## config.mk

```make
export PLATFORM = sky130hd
export DESIGN_NAME = sm_occupancy_tracker_flat
export DESIGN_NICKNAME = d
export VERILOG_FILES = /design/src/rtl/gpu_dispatch_pkg.sv /design/src/rtl/sm_occupancy_tracker_if.sv /design/src/rtl/sm_occ_slot.sv /design/src/rtl/sm_occupancy_tracker.sv /design/src/flat_wrapper.sv
export SDC_FILE = /design/constraint.sdc
export NUM_CORES = 2
export LEC_CHECK = 0
export ABC_AREA = 0
export CAP_MARGIN = 40
export CELL_PAD_IN_SITES_DETAIL_PLACEMENT = 2
export CELL_PAD_IN_SITES_GLOBAL_PLACEMENT = 2
export CORE_ASPECT_RATIO = 0.75
export CORE_UTILIZATION = 37
export DETAILED_ROUTE_END_ITERATION = 16
export GPL_TIMING_DRIVEN = 0
export HOLD_SLACK_MARGIN = 0.15
export PLACE_DENSITY_LB_ADDON = 0.1
export SLEW_MARGIN = 0
export SYNTH_ARGS = -nofsm -noshare
export SYNTH_HDL_FRONTEND = slang
export SYNTH_SLANG_ARGS = --single-unit
```

## constraint.sdc

```tcl
create_clock -name clk -period 12.3 [get_ports clk]
set_input_delay 1.23 -clock clk [delete_from_list [all_inputs] [get_ports clk]]
set_output_delay 1.23 -clock clk [all_outputs]
set_load 0.005 [all_outputs]
```

## src/rtl/gpu_dispatch_pkg.sv

```systemverilog
// Constants, types and helpers shared by the GPU dispatcher and the SM occupancy tracker.
// Limits here are the defaults both sides agree on; modules may override them by parameter.
package gpu_dispatch_pkg;

    localparam int NUM_SMS_DEFAULT       = 8;
    localparam int MAX_WG_PER_SM_DEFAULT = 16;
    localparam int REGS_PER_SM_DEFAULT   = 65536;
    localparam int SMEM_PER_SM_DEFAULT   = 49152;
    localparam int LOOKAHEAD_DEFAULT     = 2;

    localparam int RES_W = 16;  // per-lane resource width
    localparam int CNT_W = 17;  // resource counter width
    localparam int CMP_W = 20;  // headroom for next-state and lookahead compares

    function automatic int cnt_width(input int max_cnt);
        return (max_cnt < 1) ? 1 : $clog2(max_cnt + 1);
    endfunction

    localparam int WG_WIDTH = cnt_width(MAX_WG_PER_SM_DEFAULT);

    typedef struct packed {
        logic [CMP_W-1:0] value;
        logic             over;
        logic             under;
    } step_t;

    // Net counter update: negative results clamp to 0, results above limit saturate.
    function automatic step_t occ_step(input logic [CMP_W-1:0] cur,
                                       input logic [CMP_W-1:0] add,
                                       input logic [CMP_W-1:0] sub,
                                       input logic [CMP_W-1:0] limit);
        step_t            r;
        logic [CMP_W-1:0] sum;
        sum     = cur + add;
        r.over  = 1'b0;
        r.under = 1'b0;
        if (sum < sub) begin
            r.value = '0;
            r.under = 1'b1;
        end else begin
            r.value = sum - sub;
            if (r.value > limit) begin
                r.value = limit;
                r.over  = 1'b1;
            end
        end
        return r;
    endfunction

endpackage

```

## src/rtl/sm_occupancy_tracker_if.sv

```systemverilog
// Dispatcher <-> occupancy tracker bus: WG dispatch/done event lanes in, per-SM status out.
// Master is the dispatcher side, slave is the tracker.
interface sm_occupancy_tracker_if #(
    parameter int NUM_SMS = gpu_dispatch_pkg::NUM_SMS_DEFAULT
);
    import gpu_dispatch_pkg::*;

    // There is no ready: dispatch_valid[s] and wg_done[s] are single-cycle event pulses,
    // each worth exactly one WG, and their lane data is only meaningful in that cycle.
    logic [RES_W-1:0]         req_regs;
    logic [RES_W-1:0]         req_smem;
    logic [NUM_SMS-1:0]       dispatch_valid;
    logic [NUM_SMS*RES_W-1:0] dispatch_regs;
    logic [NUM_SMS*RES_W-1:0] dispatch_smem;
    logic [NUM_SMS-1:0]       wg_done;
    logic [NUM_SMS*RES_W-1:0] done_regs;
    logic [NUM_SMS*RES_W-1:0] done_smem;
    logic [NUM_SMS-1:0]       sm_free_slot;
    logic                     all_idle;
    logic [NUM_SMS-1:0]       err_overflow;
    logic [NUM_SMS-1:0]       err_underflow;

    modport master (
        output req_regs, req_smem, dispatch_valid, dispatch_regs, dispatch_smem,
        output wg_done, done_regs, done_smem,
        input  sm_free_slot, all_idle, err_overflow, err_underflow
    );

    modport slave (
        input  req_regs, req_smem, dispatch_valid, dispatch_regs, dispatch_smem,
        input  wg_done, done_regs, done_smem,
        output sm_free_slot, all_idle, err_overflow, err_underflow
    );

endinterface

```

## src/rtl/sm_occ_slot.sv

```systemverilog
// One SM's occupancy: WG count, register and shared-memory usage, sticky error flags
// and the registered free-slot decision computed on next-state values.
module sm_occ_slot
    import gpu_dispatch_pkg::*;
#(
    parameter int MAX_WG_PER_SM = MAX_WG_PER_SM_DEFAULT,
    parameter int REGS_PER_SM   = REGS_PER_SM_DEFAULT,
    parameter int SMEM_PER_SM   = SMEM_PER_SM_DEFAULT,
    parameter int LOOKAHEAD     = LOOKAHEAD_DEFAULT,
    parameter int WG_W          = cnt_width(MAX_WG_PER_SM)
) (
    input  logic             clk,
    input  logic             rst,
    input  logic [RES_W-1:0] req_regs,
    input  logic [RES_W-1:0] req_smem,
    input  logic             dispatch_valid,
    input  logic [RES_W-1:0] dispatch_regs,
    input  logic [RES_W-1:0] dispatch_smem,
    input  logic             wg_done,
    input  logic [RES_W-1:0] done_regs,
    input  logic [RES_W-1:0] done_smem,
    output logic             free_slot,
    output logic             err_overflow,
    output logic             err_underflow,
    output logic [WG_W-1:0]  wg_cnt_next
);

    localparam logic [CMP_W-1:0] WG_LIMIT   = CMP_W'(MAX_WG_PER_SM);
    localparam logic [CMP_W-1:0] REGS_LIMIT = CMP_W'(REGS_PER_SM);
    localparam logic [CMP_W-1:0] SMEM_LIMIT = CMP_W'(SMEM_PER_SM);
    localparam logic [CMP_W-1:0] LA         = CMP_W'(LOOKAHEAD);

    logic [WG_W-1:0]  wg_cnt;
    logic [CNT_W-1:0] regs_used;
    logic [CNT_W-1:0] smem_used;

    step_t            wg_step;
    step_t            regs_step;
    step_t            smem_step;
    logic [CMP_W-1:0] wg_w;
    logic [CMP_W-1:0] regs_w;
    logic [CMP_W-1:0] smem_w;
    logic             hold_all;
    logic             ovf_any;
    logic             unf_any;
    logic             fit;

    always_comb begin
        wg_step   = occ_step(CMP_W'(wg_cnt), CMP_W'(dispatch_valid), CMP_W'(wg_done), WG_LIMIT);
        regs_step = occ_step(CMP_W'(regs_used),
                             dispatch_valid ? CMP_W'(dispatch_regs) : '0,
                             wg_done ? CMP_W'(done_regs) : '0, REGS_LIMIT);
        smem_step = occ_step(CMP_W'(smem_used),
                             dispatch_valid ? CMP_W'(dispatch_smem) : '0,
                             wg_done ? CMP_W'(done_smem) : '0, SMEM_LIMIT);

        // A done with nothing resident is bogus: keep every counter as it was.
        hold_all = wg_done && !dispatch_valid && (wg_cnt == '0);
        wg_w     = hold_all ? CMP_W'(wg_cnt)    : wg_step.value;
        regs_w   = hold_all ? CMP_W'(regs_used) : regs_step.value;
        smem_w   = hold_all ? CMP_W'(smem_used) : smem_step.value;

        ovf_any  = wg_step.over | regs_step.over | smem_step.over;
        unf_any  = hold_all | wg_step.under | regs_step.under | smem_step.under;

        fit = (wg_w + LA <= WG_LIMIT)
           && (regs_w + LA * CMP_W'(req_regs) <= REGS_LIMIT)
           && (smem_w + LA * CMP_W'(req_smem) <= SMEM_LIMIT);
    end

    assign wg_cnt_next = wg_w[WG_W-1:0];

    always_ff @(posedge clk) begin
        if (rst) begin
            wg_cnt        <= '0;
            regs_used     <= '0;
            smem_used     <= '0;
            free_slot     <= 1'b0;
            err_overflow  <= 1'b0;
            err_underflow <= 1'b0;
        end else begin
            wg_cnt        <= wg_w[WG_W-1:0];
            regs_used     <= regs_w[CNT_W-1:0];
            smem_used     <= smem_w[CNT_W-1:0];
            // The WG issued this cycle is not yet visible upstream, so back off one cycle.
            free_slot     <= fit && !dispatch_valid;
            err_overflow  <= err_overflow | ovf_any;
            err_underflow <= err_underflow | unf_any;
        end
    end

endmodule

```

## src/rtl/sm_occupancy_tracker.sv

```systemverilog
// Per-SM occupancy tracker closing the dispatcher loop; one sm_occ_slot per SM plus all_idle.
// Define OCC_STATS_EN to add the stats_clr input and occ_peak / wg_total statistics outputs.
module sm_occupancy_tracker
    import gpu_dispatch_pkg::*;
#(
    parameter int NUM_SMS       = NUM_SMS_DEFAULT,
    parameter int MAX_WG_PER_SM = MAX_WG_PER_SM_DEFAULT,
    parameter int REGS_PER_SM   = REGS_PER_SM_DEFAULT,
    parameter int SMEM_PER_SM   = SMEM_PER_SM_DEFAULT,
    parameter int LOOKAHEAD     = LOOKAHEAD_DEFAULT,
    localparam int WG_W         = cnt_width(MAX_WG_PER_SM)
) (
    input  logic                      clk,
    input  logic                      rst,
    sm_occupancy_tracker_if.slave     bus
`ifdef OCC_STATS_EN
    ,
    input  logic                      stats_clr,
    output logic [NUM_SMS*WG_W-1:0]   occ_peak,
    output logic [31:0]               wg_total
`endif
);

    logic [NUM_SMS*WG_W-1:0] wg_next_flat;
    logic [NUM_SMS-1:0]      wg_zero;

    for (genvar s = 0; s < NUM_SMS; s++) begin : g_slot
        sm_occ_slot #(
            .MAX_WG_PER_SM (MAX_WG_PER_SM),
            .REGS_PER_SM   (REGS_PER_SM),
            .SMEM_PER_SM   (SMEM_PER_SM),
            .LOOKAHEAD     (LOOKAHEAD),
            .WG_W          (WG_W)
        ) u_slot (
            .clk            (clk),
            .rst            (rst),
            .req_regs       (bus.req_regs),
            .req_smem       (bus.req_smem),
            .dispatch_valid (bus.dispatch_valid[s]),
            .dispatch_regs  (bus.dispatch_regs[s*RES_W +: RES_W]),
            .dispatch_smem  (bus.dispatch_smem[s*RES_W +: RES_W]),
            .wg_done        (bus.wg_done[s]),
            .done_regs      (bus.done_regs[s*RES_W +: RES_W]),
            .done_smem      (bus.done_smem[s*RES_W +: RES_W]),
            .free_slot      (bus.sm_free_slot[s]),
            .err_overflow   (bus.err_overflow[s]),
            .err_underflow  (bus.err_underflow[s]),
            .wg_cnt_next    (wg_next_flat[s*WG_W +: WG_W])
        );

        assign wg_zero[s] = (wg_next_flat[s*WG_W +: WG_W] == '0);
    end

    always_ff @(posedge clk) begin
        if (rst) begin
            bus.all_idle <= 1'b1;
        end else begin
            bus.all_idle <= &wg_zero;
        end
    end

`ifdef OCC_STATS_EN
    logic [31:0] dispatch_count;

    always_comb begin
        dispatch_count = 32'($countones(bus.dispatch_valid));
    end

    // Clear wins over any same-cycle dispatch or new high-water mark.
    always_ff @(posedge clk) begin
        if (rst || stats_clr) begin
            occ_peak <= '0;
            wg_total <= '0;
        end else begin
            wg_total <= wg_total + dispatch_count;
            for (int s = 0; s < NUM_SMS; s++) begin
                if (wg_next_flat[s*WG_W +: WG_W] > occ_peak[s*WG_W +: WG_W]) begin
                    occ_peak[s*WG_W +: WG_W] <= wg_next_flat[s*WG_W +: WG_W];
                end
            end
        end
    end
`endif

endmodule

```

## src/flat_wrapper.sv

```systemverilog
// flat-port wrapper written by rule: the top's interface ports become plain ports
module sm_occupancy_tracker_flat import gpu_dispatch_pkg::*;
#(
    parameter int NUM_SMS       = NUM_SMS_DEFAULT,
    parameter int MAX_WG_PER_SM = MAX_WG_PER_SM_DEFAULT,
    parameter int REGS_PER_SM   = REGS_PER_SM_DEFAULT,
    parameter int SMEM_PER_SM   = SMEM_PER_SM_DEFAULT,
    parameter int LOOKAHEAD     = LOOKAHEAD_DEFAULT,
    localparam int WG_W         = cnt_width(MAX_WG_PER_SM)
)
  (clk, rst, bus_req_regs, bus_req_smem, bus_dispatch_valid, bus_dispatch_regs, bus_dispatch_smem, bus_wg_done, bus_done_regs, bus_done_smem, bus_sm_free_slot, bus_all_idle, bus_err_overflow, bus_err_underflow);
  sm_occupancy_tracker_if #(.NUM_SMS(NUM_SMS)) bus_i ();
  input  logic clk;
  input  logic rst;
  input wire logic [$bits(bus_i.req_regs)-1:0] bus_req_regs;
  input wire logic [$bits(bus_i.req_smem)-1:0] bus_req_smem;
  input wire logic [$bits(bus_i.dispatch_valid)-1:0] bus_dispatch_valid;
  input wire logic [$bits(bus_i.dispatch_regs)-1:0] bus_dispatch_regs;
  input wire logic [$bits(bus_i.dispatch_smem)-1:0] bus_dispatch_smem;
  input wire logic [$bits(bus_i.wg_done)-1:0] bus_wg_done;
  input wire logic [$bits(bus_i.done_regs)-1:0] bus_done_regs;
  input wire logic [$bits(bus_i.done_smem)-1:0] bus_done_smem;
  output wire logic [$bits(bus_i.sm_free_slot)-1:0] bus_sm_free_slot;
  output wire logic [$bits(bus_i.all_idle)-1:0] bus_all_idle;
  output wire logic [$bits(bus_i.err_overflow)-1:0] bus_err_overflow;
  output wire logic [$bits(bus_i.err_underflow)-1:0] bus_err_underflow;
  assign bus_i.req_regs = bus_req_regs;
  assign bus_i.req_smem = bus_req_smem;
  assign bus_i.dispatch_valid = bus_dispatch_valid;
  assign bus_i.dispatch_regs = bus_dispatch_regs;
  assign bus_i.dispatch_smem = bus_dispatch_smem;
  assign bus_i.wg_done = bus_wg_done;
  assign bus_i.done_regs = bus_done_regs;
  assign bus_i.done_smem = bus_done_smem;
  assign bus_sm_free_slot = bus_i.sm_free_slot;
  assign bus_all_idle = bus_i.all_idle;
  assign bus_err_overflow = bus_i.err_overflow;
  assign bus_err_underflow = bus_i.err_underflow;
  sm_occupancy_tracker #(.NUM_SMS(NUM_SMS), .MAX_WG_PER_SM(MAX_WG_PER_SM), .REGS_PER_SM(REGS_PER_SM), .SMEM_PER_SM(SMEM_PER_SM), .LOOKAHEAD(LOOKAHEAD)) u_core (.clk(clk), .rst(rst), .bus(bus_i));
endmodule
```

; Word level (Yosys, flattened, before mapping)
; Index checks and enable logic that the tools add are counted.
[op_classes]
addsub = 72
mul = 0
div_mod_pow = 0
magnitude_cmp = 72
n_eq_ne = 0
shifts = 0
mux = 152
bitwise = 56
n_reduce_logical = 65
[ops]
columns = operator, n
row1 = 2-to-1 mux 20 bit, 48
row2 = 2-to-1 mux 16 bit, 32
row3 = 2-to-1 mux 21 bit, 24
row4 = adder 20 x 17 -> 20 bit, 16
row5 = subtractor 18 x 16 -> 19 bit, 16
row6 = adder 17 x 16 -> 18 bit, 16
row7 = less-than comparator 18 x 16 -> 1 bit, 16
row8 = "adder 20 x 2 -> 20 bit, second input constant", 8
row9 = "greater-than comparator 20 x 16 -> 1 bit, second input constant", 8
row10 = "greater-than comparator 20 x 17 -> 1 bit, second input constant", 8
row11 = "greater-than comparator 20 x 5 -> 1 bit, second input constant", 8
row12 = "<= comparator 20 x 16 -> 1 bit, second input constant", 8
row13 = "<= comparator 20 x 17 -> 1 bit, second input constant", 8
row14 = "<= comparator 20 x 5 -> 1 bit, second input constant", 8
row15 = less-than comparator 20 x 1 -> 1 bit, 8
row16 = subtractor 20 x 1 -> 20 bit, 8
row17 = zero test 5 bit, 16
row18 = bitwise OR 1 bit, 56
row19 = adder 5 x 1 -> 6 bit, 8
row20 = 2-to-1 mux 1 bit, 48
row21 = logical AND 1 bit, 40
row22 = zero test 1 bit, 8
row23 = AND reduction 8 bit, 1
[word_totals]
reg_bits = 337
latchBits = 0
mem_bits_rw = 0
rom_bits = 0
in_bits = 562
out_inout_bits = 25
word_cells = 466
memories = 0

; Depth between registers and ports, before layout
[logic_depth]
ltp_word = 12
ltp_mapped = 40
mapped_depth_nobuf = 38

; Modules after synthesis
; Synthesis repeated with hierarchy kept, for this count alone.
[unflattened]
cells_unflattened = 7704
area_unflattened_um2 = 58056.9
[modules_own_cells]
columns = mod, n_inst, cells_each, area_each_um2, seq_area_each_um2
row1 = sm_occ_slot (u_core.g_slot[0].u_slot ...), 4, 931, 7034.2, 840.8
row2 = sm_occ_slot (u_core.g_slot[2].u_slot), 1, 1032, 7621.1, 840.8
row3 = sm_occ_slot (u_core.g_slot[1].u_slot), 1, 983, 7450.9, 840.8
row4 = sm_occ_slot (u_core.g_slot[6].u_slot), 1, 963, 7404.6, 840.8
row5 = sm_occ_slot (u_core.g_slot[7].u_slot), 1, 986, 7327.0, 840.8
row6 = sm_occupancy_tracker, 1, 16, 116.4, 20.0

; Least setup slack after synthesis
; OpenSTA, ideal clock, no wires.
[synth_timing]
kind = input-to-reg
from = input port bus_dispatch_valid[2]
to = register u_core.g_slot[2].u_slot.free_slot
setup_ps = 132
arrival_ps = 8693
required_ps = 12168
path_slack_ps = 3475
path_stages = 36
n_path_buf = 2
path_cell_list = clkbuf_1 -> and2_1 -> ha_1 -> fa_1 -> a21oi_1 -> o22ai_1 -> o21ai_0 -> nor2_1 -> o21a_1 -> nor2_1 -> xnor2_1 -> ha_1 -> nand3_1 -> nor2_1 -> and3_1 -> a211oi_1 -> o21ai_0 -> or4b_1 -> mux2_2 -> o22a_1 -> a31o_2 -> clkbuf_1 -> o31a_1 -> inv_1 -> ha_1 -> a21o_1 -> a211oi_1 -> nor2_1 -> o41ai_1 -> o21ai_0 -> o41ai_1 -> and3b_1 -> a21oi_1 -> o21a_1 -> o311ai_0 -> a211oi_1
[synth_via]
word_cells_on_any_way = 35
classes_between = add/sub (9) / order compare (9) / mux (11) / reduce/logical (6)
[synth_lines]
columns = item, line
row1 = start: declaration, flat_wrapper.sv:17  ; input wire logic [$bits(bus_i.dispatch_valid)-1:0] bus_dispatch_valid;
row2 = 2-to-1 mux 16 bit, sm_occ_slot.sv:54  ; dispatch_valid ? CMP_W'(dispatch_smem) : '0,
row3 = adder 17 x 16 -> 18 bit, gpu_dispatch_pkg.sv:34  ; sum = cur + add;
row4 = subtractor 18 x 16 -> 19 bit, gpu_dispatch_pkg.sv:41  ; r.value = sum - sub;
row5 = greater-than comparator 20 x 16 -> 1 bit, gpu_dispatch_pkg.sv:42  ; if (r.value > limit) begin
row6 = 2-to-1 mux 21 bit, gpu_dispatch_pkg.sv:42
row7 = 2-to-1 mux 20 bit, gpu_dispatch_pkg.sv:37  ; if (sum < sub) begin
row8 = 2-to-1 mux 20 bit (*), sm_occ_slot.sv:61  ; smem_w = hold_all ? CMP_W'(smem_used) : smem_step.value;
row9 = via u_core.g_slot[2].u_slot.smem_w[2], sm_occ_slot.sv:42  ; logic [CMP_W-1:0] smem_w;
row10 = adder 20 x 17 -> 20 bit (*), sm_occ_slot.sv:68  ; && (smem_w + LA * CMP_W'(req_smem) <= SMEM_LIMIT);
row11 = <= comparator 20 x 16 -> 1 bit (*), sm_occ_slot.sv:68
row12 = logical AND 1 bit (*), sm_occ_slot.sv:68
row13 = logical AND 1 bit (*), sm_occ_slot.sv:86  ; free_slot <= fit && !dispatch_valid;
row14 = end signal: assignment, sm_occ_slot.sv:86
row15 = end: declaration, sm_occ_slot.sv:22  ; output logic free_slot,
; Mark *: on every way through the listed nets, which the timed path passes. The rest lies on a longest branch.
; A chain may end at the register's enable or synchronous reset.

; Worst setup path after layout
; Same ends and word-level chain as after synthesis.

==> flow_summary.ini <==
[run_status]
status = finished, final reports clean

[run]
drv_cap = 0

[clock_network]
cts.clk_slew.worst_paths_ns = 0.07
cts_tree = yes
cts_root_buffer = clkbuf_16
cts_buffers = 42
ctsHoldBuffers = 0
cts_sinks = 337
cts_max_path_buffers = 3
post_cts_buffers = 0
clock_latency_ns = 0.62
cts_resized = 0
htreeDepth = 2

[die]
ioPinCount = 587
core_region_area_um2 = 150000
dieWidth_um = 452
dieArea_um2 = 153000
initial_utilization_pct = 37.3
die_h_um = 339
rows = 123

[final_layout]
fin_util_pct = 44.4
final_area_um2 = 66700
fin_cells = 10400
area_delta_synth_final_pct = 18.8
drive_gt1_share_pct = 3.35
final_nets = 9765

[routing]
drt_pass1_iterations = 6
detail_route.vias_per_cell = 6.01
wl_per_cell_um = 25.6
vias = 62500
drt_iter0_drc = 3682
wirelength_mm = 266
drtAntennaViolNets = 0
drc = 0

[timing]
finalSetupTns_ns = 0
post-route-min-period_ns = 11.58
fin_crit_sh_pct = 94.2
hold_viol = 0
skew_ns = 0.0327
setup_violations = 0
slew_viol_final = 0
worstMarginPinSlew_ns = 1.01
maxSlewHeadroom_pct = 32.0
whs_ns = 0.514
rsz0062_at_grt = no
max_freq_ghz = 0.0863

[power_and_ir_drop]
powerDensity_nw_per_um2 = 264
power_leakage_uw = 0.0292
vdd_drop_max_mv = 0.113

[hold_path]
hold_path.class = reg2reg

[placed_design]
dpl_cell_area_um2 = 65200
place_congestion = 0.942
io_buffers = 586
dp_cells = 10300
hpwl_mm = 223

[synthesis]
synth_nets = 9087
synth_most_common_cell = ha_1
synth_seq_area_share_pct = 12.0
synth_edf_count = 0
synth_area_leaders = ha_1, dfxtp_1, xnor2_1
ys_types = 91
syn_inst = 7661
synth_largest_area_cell = ha_1
yosysTopAreaCellShare_pct = 18.2
async_flop_share_pct = 0
synthTopCellsByCount = ha_1, nand2_1, a21oi_1, nor2_1, o21ai_0
yosys_register_bits = 337
ys_warn_count = 0
avgSynthCellArea_um2 = 7.33
synth_top_flop_cell = dfxtp_1
syn_area_um2 = 56200

[setup_path]
critical-path-slowest-cell = clkdlybuf4s50_1
arrival_ns = 12.08
slowest_delay_ns = 0.76
startpoint_type = input port
cp_data_required_time_ns = 12.80
cpLargestDelayFamily = compound AO/OA/AOI/OAI gates
critical_path_class = in2reg
path_buf_inv = 5
cp_max_fo = 10
end_kind = register

[global_routing]
grt_usage_pct = 33.1
grt_pass1_vias = 65700
antenna_found_initial = 53
grt_pass1_wl_mm = 398
gr-total-overflow = 0
grt_max_degree = 12
state kept, by name, summed over array words and instances, names as in the netlist:
register                            cells
u_core.g_slot.u_slot.free_slot          8
u_core.bus.all_idle                     1
u_core.g_slot.u_slot.smem_used        136
u_core.g_slot.u_slot.err_overflow       8
u_core.g_slot.u_slot.wg_cnt            40
u_core.g_slot.u_slot.err_underflow      8
u_core.g_slot.u_slot.regs_used        136
final timing paths:
path | startpoint | endpoint | slack (ns) | depth (start not counted)
hold / removal | u_core.g_slot[1].u_slot.smem_used[0]$_SDFF_PP0_ | u_core.g_slot[1].u_slot.smem_used[0]$_SDFF_PP0_ | 0.51 | 2
setup reg to reg | u_core.g_slot[2].u_slot.smem_used[0]$_SDFF_PP0_ | u_core.g_slot[2].u_slot.free_slot$_SDFF_PP0_ | 2.17 | 35
setup / recovery | bus_dispatch_valid[2] | u_core.g_slot[2].u_slot.free_slot$_SDFF_PP0_ | 0.72 | 38
hold reg to reg | u_core.g_slot[1].u_slot.smem_used[0]$_SDFF_PP0_ | u_core.g_slot[1].u_slot.smem_used[0]$_SDFF_PP0_ | 0.51 | 2
worst register-to-register path, delay by kind of cell (launching register included):
family                     cells  cell delay (ns)
and+or+nand+nor                5             1.02
muxes                          2             0.52
buffers and inverters          3             0.71
DFF                            1             0.40
AOI/OAI and AO/OA             20             5.98
xor gates and xnor gates       1             0.09
adders and majority gates      4             1.29
report_power, final:
group	internal [uW]	total (uW)	switching, uW
registers	1430	1770	338
logic	5670	14500	8830
clock network	755	1350	597
cell type report:
cell class | instances | area (um2)
clock inverter | 11 | 88.8
antenna | 29 | 72.6
buffer | 247 | 1030
timing repair buffer | 634 | 6600
clock buffer | 62 | 1310
sequential | 337 | 6750
multi-input combinational | 6735 | 47100
inverter | 342 | 1280
fill | 17600 | 83600
tap | 2000 | 2500
logic make-up (layout without fill, tap and decap cells):
group | Yosys count | after routing | share of synthesized area (%)
AND/OR/NAND/NOR | 2948 | 2948 | 26.9
buffers and inverters | 589 | 1296 | 4.12
adder cells (fa/ha/maj) | 866 | 866 | 19.9
other | 0 | 29 | 0
multiplexers | 38 | 38 | 0.700
flip-flops | 337 | 337 | 12.0
AO/OA/AOI/OAI | 2352 | 2352 | 28.0
XOR/XNOR | 531 | 531 | 8.28
routing by layer:
metal	track usage (%)	vias up	part of all wire, %
met5	0	-	0.0087
met4	12.2	4	3.7
met3	2.68	355	4.5
met2	53.5	1438	45
met1	45.7	31300	47
li1	-	29500	-
layout by cell type, fill, tap and decap left out, types with 86 or more instances in the layout:
master and n:
o21bai_1 86, nor3_1 190, a31oi_1 95, o21ai_0 456, nand2_1 752, nand3_1 180
clkdlybuf4s50_1 578, xor2_1 172, nor2_1 548, nand2b_1 138, dfxtp_1 337, a211oi_1 87
o31ai_1 127, xnor2_1 359, o21a_1 140, nor2b_1 322, inv_1 341, a21o_1 212
ha_1 816, clkbuf_1 215, and2_1 323, a21oi_1 548
per-stage QoR:
step	setup slack [ns]	total power, uW
2_1_floorplan	3.47	11800
3_3_place_gp	0.354	15100
3_5_place_dp	0.420	15800
4_1_cts	0.981	17400
5_1_grt	0.249	19000
6_report	0.716	17600
Note: power is estimated with default switching activity, not from simulation.
